`config.mk`:
```
export PLATFORM = sky130hd
export DESIGN_NAME = boss_damage_ctl
export DESIGN_NICKNAME = d
export VERILOG_FILES = /design/src/rtl/boss_damage_ctl.sv
export SDC_FILE = /design/constraint.sdc
export NUM_CORES = 1
export LEC_CHECK = 0
export BUFFER_PORTS_ARGS = -buffer_cell sky130_fd_sc_hd__buf_4
export CAP_MARGIN = 20
export CORE_AREA = 5 5 64 66
export DETAILED_ROUTE_END_ITERATION = 6
export DIE_AREA = 0 0 69 71
export GPL_ROUTABILITY_DRIVEN = 1
export MAX_ROUTING_LAYER = met4
export PLACE_DENSITY = 0.69
export SLEW_MARGIN = 10
export SYNTH_ARGS = -nofsm -noshare
export SYNTH_HDL_FRONTEND = slang
export SYNTH_SLANG_ARGS = --single-unit
```
`constraint.sdc`:
```
create_clock -name clk -period 2.6 [get_ports clk]
set_input_delay 0 -clock clk [delete_from_list [all_inputs] [get_ports clk]]
set_output_delay 0 -clock clk [all_outputs]
set_load 0.01 [all_outputs]
```
`src/rtl/boss_damage_ctl.sv`:
```
// Boss-side hit receiver: edge-detects weapon hits, applies damage with i-frames,
// and sequences the timed death. Every output comes straight from a register.
module boss_damage_ctl #(
  parameter int unsigned BOSS_MAX_HP   = 200,
  parameter int unsigned MELEE_DMG     = 4,
  parameter int unsigned PROJ_DMG      = 2,
  parameter int unsigned IFRAME_FRAMES = 10,
  parameter int unsigned DEATH_FRAMES  = 60
) (
  input  logic       clk,
  input  logic       rst,
  input  logic       frame_tick,
  input  logic [1:0] game_active,
  input  logic       melee_hit,
  input  logic       projectile_hit,
  output logic       boss_alive,
  output logic [7:0] boss_hp,
  output logic       boss_hit_flash,
  output logic       boss_defeated,
  output logic [2:0] boss_state
);

  typedef enum logic [2:0] {
    S_IDLE   = 3'd0,
    S_ALIVE  = 3'd1,
    S_INVULN = 3'd2,
    S_DYING  = 3'd3,
    S_DEAD   = 3'd4
  } state_t;

  localparam logic [7:0] MAX_HP      = 8'(BOSS_MAX_HP);
  localparam logic [7:0] IFRAME_LAST = 8'(IFRAME_FRAMES - 1);
  localparam logic [7:0] DEATH_LAST  = 8'(DEATH_FRAMES - 1);
  localparam logic [8:0] MELEE_D     = 9'(MELEE_DMG);
  localparam logic [8:0] PROJ_D      = 9'(PROJ_DMG);

  state_t     state;
  logic [7:0] hp;
  logic [7:0] cnt;
  logic       alive;
  logic       flash;
  logic       defeated;
  logic       mel_s, mel_p, prj_s, prj_p;

  logic       mel_ev, prj_ev, in_fight;
  logic [8:0] dmg;
  logic [7:0] hp_next;

  // Inputs are sampled first and compared against their previous sample,
  // so a hit costs one cycle of latency and a held level fires only once.
  assign mel_ev   = mel_s & ~mel_p;
  assign prj_ev   = prj_s & ~prj_p;
  assign in_fight = (game_active == 2'b01);
  assign dmg      = (mel_ev ? MELEE_D : 9'd0) + (prj_ev ? PROJ_D : 9'd0);
  assign hp_next  = (dmg >= {1'b0, hp}) ? 8'd0 : 8'({1'b0, hp} - dmg);

  // NOTE: sequential state uses non-blocking assignments so every register
  // samples the pre-edge values of its neighbours.
  always_ff @(posedge clk or posedge rst) begin
    if (rst) begin
      state    <= S_IDLE;
      hp       <= MAX_HP;
      cnt      <= 8'd0;
      alive    <= 1'b0;
      flash    <= 1'b0;
      defeated <= 1'b0;
      mel_s    <= 1'b0;
      mel_p    <= 1'b0;
      prj_s    <= 1'b0;
      prj_p    <= 1'b0;
    end else begin
      mel_s    <= melee_hit;
      mel_p    <= mel_s;
      prj_s    <= projectile_hit;
      prj_p    <= prj_s;
      defeated <= 1'b0;

      // Leaving the fight overrides everything and never counts as a kill.
      if (!in_fight && state != S_IDLE) begin
        state <= S_IDLE;
        hp    <= MAX_HP;
        cnt   <= 8'd0;
        alive <= 1'b0;
        flash <= 1'b0;
      end else begin
        case (state)
          S_IDLE: begin
            if (in_fight) begin
              state <= S_ALIVE;
              alive <= 1'b1;
            end
          end
          S_ALIVE: begin
            if (mel_ev || prj_ev) begin
              hp  <= hp_next;
              cnt <= 8'd0;
              if (hp_next == 8'd0) begin
                state <= S_DYING;
                alive <= 1'b0;
              end else begin
                state <= S_INVULN;
                flash <= 1'b1;
              end
            end
          end
          S_INVULN: begin
            if (frame_tick) begin
              if (cnt == IFRAME_LAST) begin
                state <= S_ALIVE;
                flash <= 1'b0;
                cnt   <= 8'd0;
              end else begin
                cnt <= cnt + 8'd1;
              end
            end
          end
          S_DYING: begin
            if (frame_tick) begin
              if (cnt == DEATH_LAST) begin
                state    <= S_DEAD;
                defeated <= 1'b1;
                cnt      <= 8'd0;
              end else begin
                cnt <= cnt + 8'd1;
              end
            end
          end
          S_DEAD: ;
          default: state <= S_IDLE;
        endcase
      end
    end
  end

  assign boss_alive     = alive;
  assign boss_hp        = hp;
  assign boss_hit_flash = flash;
  assign boss_defeated  = defeated;
  assign boss_state     = state;

endmodule

```
==> Word-level counts from Yosys, hierarchy flattened <==
Index checks and enable logic that the tools add are counted.
{ "totals": {"register_bits": 26, "in_bits": 7, "output_inout_bits": 14, "word_cells": 87} }
{ "op_classes": {"add_sub_neg": 3, "order_cmp": 1, "eq_ne": 16, "n_mux": 37, "bitwise_logic": 4, "n_reduce_logical": 16} }
{ "op_table": {"columns": ["op", "n"], "rows": [
  ["$mux W8", 10],
  ["$mux W3", 8],
  ["$ne A3 B3 Y1 const B", 8],
  ["$pmux W8 S3", 1],
  ["$pmux W3 S5", 1],
  ["$mux W1", 14],
  ["$reduce_bool A3 Y1", 3],
  ["$add A8 B1 Y8 const B", 1],
  ["$eq A8 B4 Y1 const B", 1],
  ["$eq A8 B6 Y1 const B", 1],
  ["$ge A4 B8 Y1", 1],
  ["$logic_not A8 Y1", 1],
  ["$reduce_and A4 Y1", 2],
  ["$sub A8 B4 Y8", 1],
  ["$reduce_and A7 Y1", 1],
  ["$eq A3 B2 Y1 const B", 2],
  ["$reduce_and A5 Y1", 1],
  ["$add A3 B2 Y4", 1],
  ["$pmux W1 S2", 2],
  ["$reduce_bool A2 Y1", 2],
  ["$reduce_bool A4 Y1", 1],
  ["$eq A3 B1 Y1 const B", 1],
  ["$eq A3 B3 Y1 const B", 1],
  ["$logic_not A3 Y1", 1],
  ["other kinds (9)", 11]
]} }

==> Depth between registers and ports, before layout <==
{ "depth": {"ltp_word": 11, "mapped_depth": 10, "depth_no_buf": 10} }

==> Worst setup path after synthesis <==
Ideal clock, no wire load.
{ "synth_timing": {"kind": "register -> register", "from": "register prj_s", "to": "register flash (netlist: boss_hit_flash)", "setup_time_ps": 121, "arrival_ps": 2090, "required_ps": 2479, "setup_slack_ps": 389, "stages_incl_launch_ff": 11, "n_path_buf": 0, "synth_period_minus_slack_ps": 2211, "path_cell_list": "dfrtp_1 -> nand2b_4 -> inv_1 -> ha_1 -> fa_1 -> nor2b_1 -> o311ai_0 -> a21boi_0 -> o22ai_1 -> o21ai_0 -> a22o_1"} }
{ "synth_between": {"elab_chain_len": 8, "word_cells_on_any_way": 11, "classes_between": "2 x add/sub; 1 x order compare; 2 x eq/ne; 2 x mux; 1 x bitwise; 3 x reduce/logical"} }
{ "synth_lines": {"columns": ["element", "line_no", "rtl"], "rows": [
  ["start, declared", "43", "logic mel_s, mel_p, prj_s, prj_p;"],
  ["start signal, assigned", "74", "prj_s <= projectile_hit;"],
  ["$and A1 B1 Y1 (*)", "52", "assign prj_ev = prj_s & ~prj_p;"],
  ["$mux W2", "54", "assign dmg = (mel_ev ? MELEE_D : 9'd0) + (prj_ev ? PROJ_D : 9'd0);"],
  ["$add A3 B2 Y4", "54", null],
  ["$sub A8 B4 Y8 or $ge A4 B8 Y1 (tied branches)", "55", "assign hp_next = (dmg >= {1'b0, hp}) ? 8'd0 : 8'({1'b0, hp} - dmg);"],
  ["$mux W8", "55", null],
  ["$logic_not A8 Y1", "97", "if (hp_next == 8'd0) begin"],
  ["$ne A3 B3 Y1 (no line)", null, null],
  ["$reduce_and A5 Y1 (no line) (*)", null, null],
  ["end signal, assigned", "65", "flash <= 1'b0;"],
  ["end signal, assigned", "102", "flash <= 1'b1;"],
  ["end signal, assigned", "110", "flash <= 1'b0;"],
  ["end, declared", "41", "logic flash;"]
]} }
Mark *: on every way between the ends. The rest lies on a longest branch, timed or not.
A chain may end at the register's enable or synchronous reset.

==> Worst setup path in the final report <==
Same ends and word-level chain as after synthesis.

==> results.py <==
metrics = {
    "worst_setup_path": {
        "cp-start-kind": "flip-flop",
        "cpPeakStageDelay_ns": 0.46,
        "required_ns": 2.84,
        "crit_path_end_kind": "flip-flop",
        "crit_arrival_ns": 2.68,
        "crit_type": "flip-flop to flip-flop",
        "crit_chain": "nand2b_4 > inv_1 > ha_1 > fa_1 > nor2b_1 > o311ai_0 > a21boi_0 > o22ai_2 > o21ai_0 > a22o_1",
        "cpLargestDelayFamily": "compound AO/OA/AOI/OAI gates",
        "crit_slowest_cell": "fa_1",
        "cp_max_fo": 4,
        "path_buf_inv": 1,
    },
    "sta": {
        "finClkSkew_ns": 0.00524,
        "setup_viol": 0,
        "period_share": 0.941,
        "drv_slew": 0,
        "relSlewSlack": 0.633,
        "worstMarginPinSlew_ns": 0.546,
        "hold_violations": 0,
        "fmax_mhz": 409,
        "period_needed_ns": 2.45,
    },
    "cells_and_area": {
        "area_growth_pct": 17.9,
        "diodes": 0,
        "stdcell_count": 251,
        "multi_input_area_um2": 933,
        "post-route-cell-area_mm2": 0.00195,
        "fillers": 327,
        "final_nets": 216,
        "layout-drive-gt1-share": 0.222,
        "ff_latch_area_um2": 654,
    },
    "yosys": {
        "synthArstFlopShare": 1.00,
        "synth_top_cell_by_area": "dfrtp_1",
        "synth.avg_cell_area_um2": 9.36,
        "synthTopCellsByArea": "dfrtp_1 35%, o21ai_0 5.1%, dfstp_2 4.8%, nor2_1 3.6%, ha_1 3.0%",
        "synth_top_area_frac": 0.347,
        "yosysMostFrequentCell": "dfrtp_1",
        "synthesis.area_mm2": 0.00166,
        "synth_edf_count": 0,
        "yosys_warnings": 0,
        "ys_types": 56,
        "synth_nets": 189,
        "syn_inst": 177,
        "synth_seq_cells": 26,
        "seq_area_frac_synth": 0.395,
        "yosys-top-cells-count": "23 x dfrtp_1, 17 x o21ai_0, 16 x nor2_1",
        "synth_ff_type": "dfrtp_1",
    },
    "clock_network": {
        "root_buffer": "clkbuf_4",
        "cts.htree.levels": 1,
        "cts_sinks": 26,
        "clockBufferDepth": 2,
        "clkLatencyLatePin_ns": 0.33,
        "clk_pin_slew_ns": 0.14,
        "cts_tree": "yes",
        "cts_buffers": 3,
    },
    "route": {
        "viasPerCell": 5.59,
        "drt-total-wl_um": 3690,
        "drtIter0Drc": 84,
        "drcViolationCount": 0,
        "vias": 1403,
        "ant_nets": 0,
        "drt_pre_antenna_iters": 4,
        "avgRoutedWirePerCell_um": 14.7,
    },
    "grt": {
        "grt_max_degree": 27,
        "grt_overflow": 0,
        "antenna_found_initial": 0,
        "grt_usage": 0.161,
        "grt_pass1_wl_um": 6360,
        "first_global_vias": 1343,
    },
    "run_status": {
        "outcome": "complete, no violations",
    },
    "floorplanning": {
        "io_pins": 21,
        "coreArea_mm2": 0.00352,
        "die_h_um": 71,
        "rows": 22,
        "die-area_mm2": 0.00490,
        "start_util": 0.470,
        "die_w_um": 69,
    },
    "power_and_ir_drop": {
        "p_per_area_mw_per_mm2": 682,
        "ir_worst_vdd_mv": 0.359,
        "p_leak_uw": 0.000848,
        "power.total_uw": 1330,
    },
    "run": {
        "drv_cap": 0,
    },
    "place": {
        "io_buffers": 20,
        "dp_hpwl_um": 2710,
        "dp_cells": 240,
        "placed_area_mm2": 0.00183,
        "gp_congestion": 0.902,
    },
    "hold_path": {
        "hold_path_class": "input port to flip-flop",
    },
}
-- worst register-to-register path, cell delays in order, from the launching register on --
cell,delay (ns)
dfrtp_1,0.44
nand2b_4,0.09
inv_1,0.07
ha_1,0.24
fa_1,0.46
nor2b_1,0.19
o311ai_0,0.12
a21boi_0,0.18
o22ai_2,0.26
o21ai_0,0.12
a22o_1,0.18
-- where the power goes --
| group | total, uW | switching (uW) | internal (uW) |
|---|---|---|---|
| Combinational | 575 | 305 | 270 |
| Clock | 185 | 125 | 60.3 |
| Sequential | 571 | 110 | 462 |
-- logic make-up (layout without fill, tap and decap cells) --
logic type,Yosys count,in the layout,share of synthesized area
simple gates,79,79,0.281
compound gates,48,48,0.213
flops,26,26,0.395
buf+inv,15,41,0.0453
fa+ha+maj,5,5,0.0423
mux,3,3,0.0181
xor+xnor,1,1,0.00529
-- placed cells by master (no fill, tap or decap), types with 2 or more instances in the layout --
cell            n
nor2b_1         6
nor2b_4         2
nor3_1          9
clkbuf_4        3
nand2_1        12
or4_1           3
o22ai_2         2
nand2b_4        2
dfstp_2         3
a21o_1          2
buf_4          21
o31ai_1         4
nand3_1         7
dlygate4sd3_1   6
dfrtp_1        23
nand4_1         2
nand2b_1        6
o21ai_0        17
nor2_1         16
inv_1           8
o311ai_2        2
a21o_2          2
ha_1            4
mux2i_1         3
a21oi_1         6
nor4_1          2
-- worst paths after layout --
kind / depth (start not counted) / end / from / slack [ns]
min: 4 / boss_alive / game_active[0] / 0.09
max reg2reg: 10 / boss_hit_flash / prj_s / 0.15
min reg2reg: 0 / mel_p / mel_s / 0.46
max in group asynchronous: 4 / boss_hp[7] / rst / 2.00
max: 10 / boss_hit_flash / prj_s / 0.15
min in group asynchronous: 3 / boss_hp[1] / rst / 0.13
-- metal layers --
| metal | up-vias | GRT usage | wire length [um] |
|---|---|---|---|
| met1 | 676 | 0.220 | 1810 |
| li1 | 697 | - | - |
| met5 | - | - | 0 |
| met2 | 23 | 0.242 | 1700 |
| met3 | 7 | 0.0270 | 126 |
| met4 | 0 | 0.0586 | 57 |
-- per-stage QoR --
stage	utilization	hold WS [ns]	setup slack, ns	TNS (ns)
finish	0.554	0.0881	0.153	0
global route	0.554	0.0939	-0.00511	-0.00511
CTS	0.545	0.0836	0.139	0
detailed placement	0.520	0.111	0.165	0
global placement	0.520	0.110	0.229	0
floorplan	-	0.0314	0.389	0
-- layout make-up --
cell class	count	share of cell area
Clock buffer	4	0.0135
Tap cell	48	0.0307
Sequential cell	26	0.335
Inverter	9	0.0173
Multi-Input combinational cell	136	0.478
Timing Repair Buffer	28	0.126
-- timing repair --
action                     4_1_cts  5_1_grt
hold endpoints to repair        28        0
hold buffers                     6        0
setup endpoints to repair        0        2
buffers inserted                 0        0
resized for setup                0        1
Power figures use the tool's default switching activity.
